`config.mk`:
```
export PLATFORM = sky130hd
export DESIGN_NAME = uart_mem_transfer_ctrl
export DESIGN_NICKNAME = d
export VERILOG_FILES = /design/src/rtl/uart_mem_transfer_ctrl.sv
export SDC_FILE = /design/constraint.sdc
export NUM_CORES = 1
export LEC_CHECK = 0
export BUFFER_PORTS_ARGS = -buffer_cell sky130_fd_sc_hd__buf_2
export CAP_MARGIN = 30
export CORE_UTILIZATION = 47
export DETAILED_ROUTE_END_ITERATION = 10
export PLACE_DENSITY = 0.79
export SYNTH_ARGS = -nofsm -noshare
export SYNTH_HDL_FRONTEND = slang
export SYNTH_SLANG_ARGS = --single-unit
```
`constraint.sdc`:
```
create_clock -name clk -period 2.2 [get_ports clk]
set_input_delay 0.66 -clock clk [delete_from_list [all_inputs] [get_ports clk]]
set_output_delay 0.66 -clock clk [all_outputs]
set_load 0.03 [all_outputs]
```
`src/rtl/uart_mem_transfer_ctrl.sv`:
```
// Block transfer sequencer between the UART word encoder/decoder and a single-port sync memory.
// Optional running checksum is enabled by defining UART_MEM_CHECKSUM_EN.
module uart_mem_transfer_ctrl #(
  parameter int WORD_SIZE  = 12,
  parameter int ADDR_WIDTH = 12
) (
  input  logic                  clk,
  input  logic                  rstN,
  input  logic                  loadStart,
  input  logic                  dumpStart,
  input  logic                  abort,
  input  logic [ADDR_WIDTH-1:0] lastAddr,
  input  logic                  rxDone,
  input  logic [WORD_SIZE-1:0]  dataToMem,
  input  logic                  txReady,
  output logic                  txStart,
  output logic [WORD_SIZE-1:0]  dataFromMem,
  output logic [ADDR_WIDTH-1:0] memAddr,
  input  logic [WORD_SIZE-1:0]  memRdData,
  output logic                  memWrEn,
  output logic [WORD_SIZE-1:0]  memWrData,
  output logic                  busy,
  output logic                  done,
  output logic [WORD_SIZE-1:0]  checksum
);

  typedef enum logic [3:0] {
    IDLE, LD_WAIT, LD_WRITE, DP_READ, DP_LATCH, DP_START, DP_ACK, DP_WAIT, DONE
  } state_t;

  state_t                state, state_nxt;
  logic [ADDR_WIDTH-1:0] addr, last_addr;
  logic                  at_last;
  logic                  start_req;
  logic                  advance;

  assign at_last   = (addr == last_addr);
  assign start_req = (state == IDLE) && (loadStart || dumpStart);
  // Step to the next word only when the current one is finished and more remain.
  assign advance   = !abort && !at_last &&
                     ((state == LD_WRITE) || ((state == DP_WAIT) && txReady));

  always_comb begin
    state_nxt = state;
    case (state)
      IDLE:     if (loadStart) state_nxt = LD_WAIT;
                else if (dumpStart) state_nxt = DP_READ;
      LD_WAIT:  if (rxDone) state_nxt = LD_WRITE;
      LD_WRITE: state_nxt = at_last ? DONE : LD_WAIT;
      DP_READ:  state_nxt = DP_LATCH;
      DP_LATCH: state_nxt = DP_START;
      DP_START: state_nxt = DP_ACK;
      DP_ACK:   state_nxt = DP_WAIT;
      DP_WAIT:  if (txReady) state_nxt = at_last ? DONE : DP_READ;
      DONE:     state_nxt = IDLE;
      default:  state_nxt = IDLE;
    endcase
    if (abort && (state != IDLE)) state_nxt = IDLE;
  end

  always_ff @(posedge clk) begin
    if (!rstN) state <= IDLE;
    else       state <= state_nxt;
  end

  always_ff @(posedge clk) begin
    if (!rstN) begin
      addr      <= '0;
      last_addr <= '0;
    end else if (start_req) begin
      addr      <= '0;
      last_addr <= lastAddr;
    end else if (advance) begin
      addr      <= addr + 1'b1;
    end
  end

  // Word handed to the encoder stays put until the next block read.
  always_ff @(posedge clk) begin
    if (!rstN)                 dataFromMem <= '0;
    else if (state == DP_LATCH) dataFromMem <= memRdData;
  end

`ifdef UART_MEM_CHECKSUM_EN
  logic [WORD_SIZE-1:0] sum;

  function automatic logic [WORD_SIZE-1:0] wrap_add(input logic [WORD_SIZE-1:0] a,
                                                    input logic [WORD_SIZE-1:0] b);
    return a + b;
  endfunction

  always_ff @(posedge clk) begin
    if (!rstN)                          sum <= '0;
    else if (start_req)                 sum <= '0;
    else if (!abort && state == LD_WRITE) sum <= wrap_add(sum, dataToMem);
    else if (!abort && state == DP_START) sum <= wrap_add(sum, dataFromMem);
  end

  assign checksum = sum;
`else
  assign checksum = '0;
`endif

  assign txStart   = (state == DP_START);
  assign memWrEn   = (state == LD_WRITE);
  assign memWrData = memWrEn ? dataToMem : '0;
  assign memAddr   = addr;
  assign busy      = (state != IDLE);
  assign done      = (state == DONE);

endmodule

```
==> flow_summary.ini <==
[status]
status = finished, final reports clean

[sta]
finalSetupViolations = 0
slew_viol_final = 0
fin_setup_tns_ns = 0
fin_skew_ns = 0.00976
fin_crit_sh_pct = 97.6
finalHoldViolations = 0
hold_slack_ns = 0.464
fin_crit_ns = 2.15
max_clock_freq_ghz = 0.466
rsz0062_at_grt = yes

[placement]
port_buffers = 82
post-dp-hpwl_mm = 3.85
placed_cells = 406
gp_congestion = 0.850

[hold_path]
whs_path_depth = 2
hp-class = reg2reg

[drt]
via_per_inst = 5.26
routed_wl_mm = 5.18
drt_iter0_markers = 166
dr_total_vias = 2183
antenna_left = 0
wl_per_cell_um = 12.5
drt-pass1-iter-count = 4
drc_errors = 0

[synthesis]
syn_area_um2 = 2180
netlist_instances = 275
ys_seq_elements = 40
synth_area_per_cell_um2 = 7.93
ys.flop_type = dfxtp_1
synth-async-reset-ratio_pct = 0
ys_types = 43
synth_edf_count = 0
synth_top_area_share_pct = 36.7
synth_top_cell_by_area = dfxtp_1
ys_warn_count = 0
ys_seq_area_share_pct = 36.7
synth.area.top_cells = dfxtp_1 (37%), a21boi_0 (7.9%), nand2_1 (7.7%), xor2_1 (5.2%), o21ai_0 (4.4%)

[cells_and_area]
final_nets = 406
fin_cells = 415
area_growth_pct = 28.4
drive_above_1_share_pct = 31.7
num-fill-cells = 403
antenna_cells = 0

[grt]
overflow = 0
top_usage_layer = met2
grt_pass1_vias = 1925
antenna_found_initial = 0
use_met3_pct = 3.61
use_met2_pct = 36.3
grt_max_degree = 26
grt_pass1_wl_mm = 8.45
use_met1_pct = 27.0
grt_usage_pct = 21.5

[critical_path]
path_class = reg2out
start_kind = flip-flop
worst_ep_required_time_ns = 1.54
crit_arrival_ns = 1.49
worst-r2r-setup-slack_ns = 0.26
crit_fanout = 13
rr_worst_depth = 6
end_kind = output port

[clock_tree]
clock_latency_ns = 0.29
cts_buffers = 5
clkTransAtPathRegs_ns = 0.07
clock_path_buffers = 2
postCtsHoldBufs = 0
cts_root_buf = clkbuf_8
htree_num_levels = 2
cts.sinks = 40
cts_tree = built

[floorplan]
die_y_um = 70.1
rows = 24
io_pins = 95
chipWidth_um = 70.1
die_area_um2 = 4920
coreArea_um2 = 4410
start_util_pct = 49.4

[power]
total_power_mw = 2.64
pwr_density_cell_nw_per_um2 = 943
ir_drop_v = 0.000524
leakage_nw = 1.29

[job]
cap_viol_max_count = 0
cell families after synthesis:
kind of cell / Yosys count / share of synthesized area, %
other: 1 / 0.172
and+or+nand+nor: 114 / 26.9
DFF: 40 / 36.7
adders and majority gates: 1 / 0.574
xor gates and xnor gates: 13 / 5.22
AOI/OAI and AO/OA: 73 / 22.0
buffers and inverters: 33 / 8.38
repair_timing:
item	CTS	global route
setup endpoints to repair	4	13
gates resized for setup	5	8
setup buffers	0	0
gates cloned	0	1
pin swaps	0	0
placed cells by master (no fill, tap or decap), types with 9 or more instances in the layout:
cell	Yosys	layout
buf_2	5	75
nand2_1	45	45
dfxtp_1	40	38
a21boi_0	23	23
buf_4	12	21
o21ai_0	19	19
a21oi_1	13	13
xor2_1	13	13
and2_1	12	12
conb_1	1	12
nor2_1	11	11
nand3_1	9	9
layer usage:
metal | vias to the layer above | wire [um]
met5 | - | 0
met4 | 0 | 38
met3 | 2 | 337
met2 | 89 | 2490
met1 | 983 | 2320
li1 | 1109 | -
synth_stat cells (2+ instances only):
cell type / number
o211ai_1: 2
dfxtp_1: 40
nor4_1: 3
and3_1: 4
xor2_1: 13
nand2b_1: 2
nor2_1: 11
nor2b_1: 4
a21boi_0: 23
or3_1: 5
o21ai_0: 19
o31ai_1: 7
nor3_1: 3
nand2_1: 45
clkbuf_1: 14
buf_4: 12
a21oi_1: 13
or4_1: 7
and2_1: 12
nand3_1: 9
buf_2: 5
worst max-delay path: stages (launching register included):
cell	delay, ns
dfxtp_2	0.36
buf_4	0.18
nor3_2	0.18
buf_2	0.18
and2_1	0.13
clkbuf_4	0.18
power by group:
group / total [mW] / internal (mW) / leakage [nW] / switching (mW)
Clock: 0.480 / 0.227 / 0.0424 / 0.253
Sequential: 0.907 / 0.823 / 0.326 / 0.0839
Combinational: 1.25 / 0.497 / 0.917 / 0.757
area by class of cell:
cell class              instances  area (um2)  area share, %
well taps                      52        65.1           2.32
clock inverters                 1        8.76          0.313
flip-flops and latches         40         803           28.7
multi-input cells             213        1260           45.0
inverters                       1        3.75          0.134
clock buffers                   7        76.3           2.73
repair buffers                101         583           20.8
metrics by stage:
step	utilization, %	worst slack (ns)	instance area [um2]
floorplan	-	0.104	2240
detailed placement	60.7	0.0827	2680
CTS	62.9	0.000223	2780
global placement	60.7	0.0934	2680
global route	63.4	-0.0145	2800
finish	63.4	0.0524	2800
registers in the layout, summed over array words and instances (netlist names):
register     count
state            4
last_addr       12
dataFromMem     12
memAddr         12
final timing paths:
kind | startpoint | end
max | state[0] | memWrData[0]
min | dataFromMem[8] | dataFromMem[8]
max reg2reg | memAddr[2] | memAddr[9]
min reg2reg | dataFromMem[8] | dataFromMem[8]
Note: power is estimated with default switching activity, not from simulation.
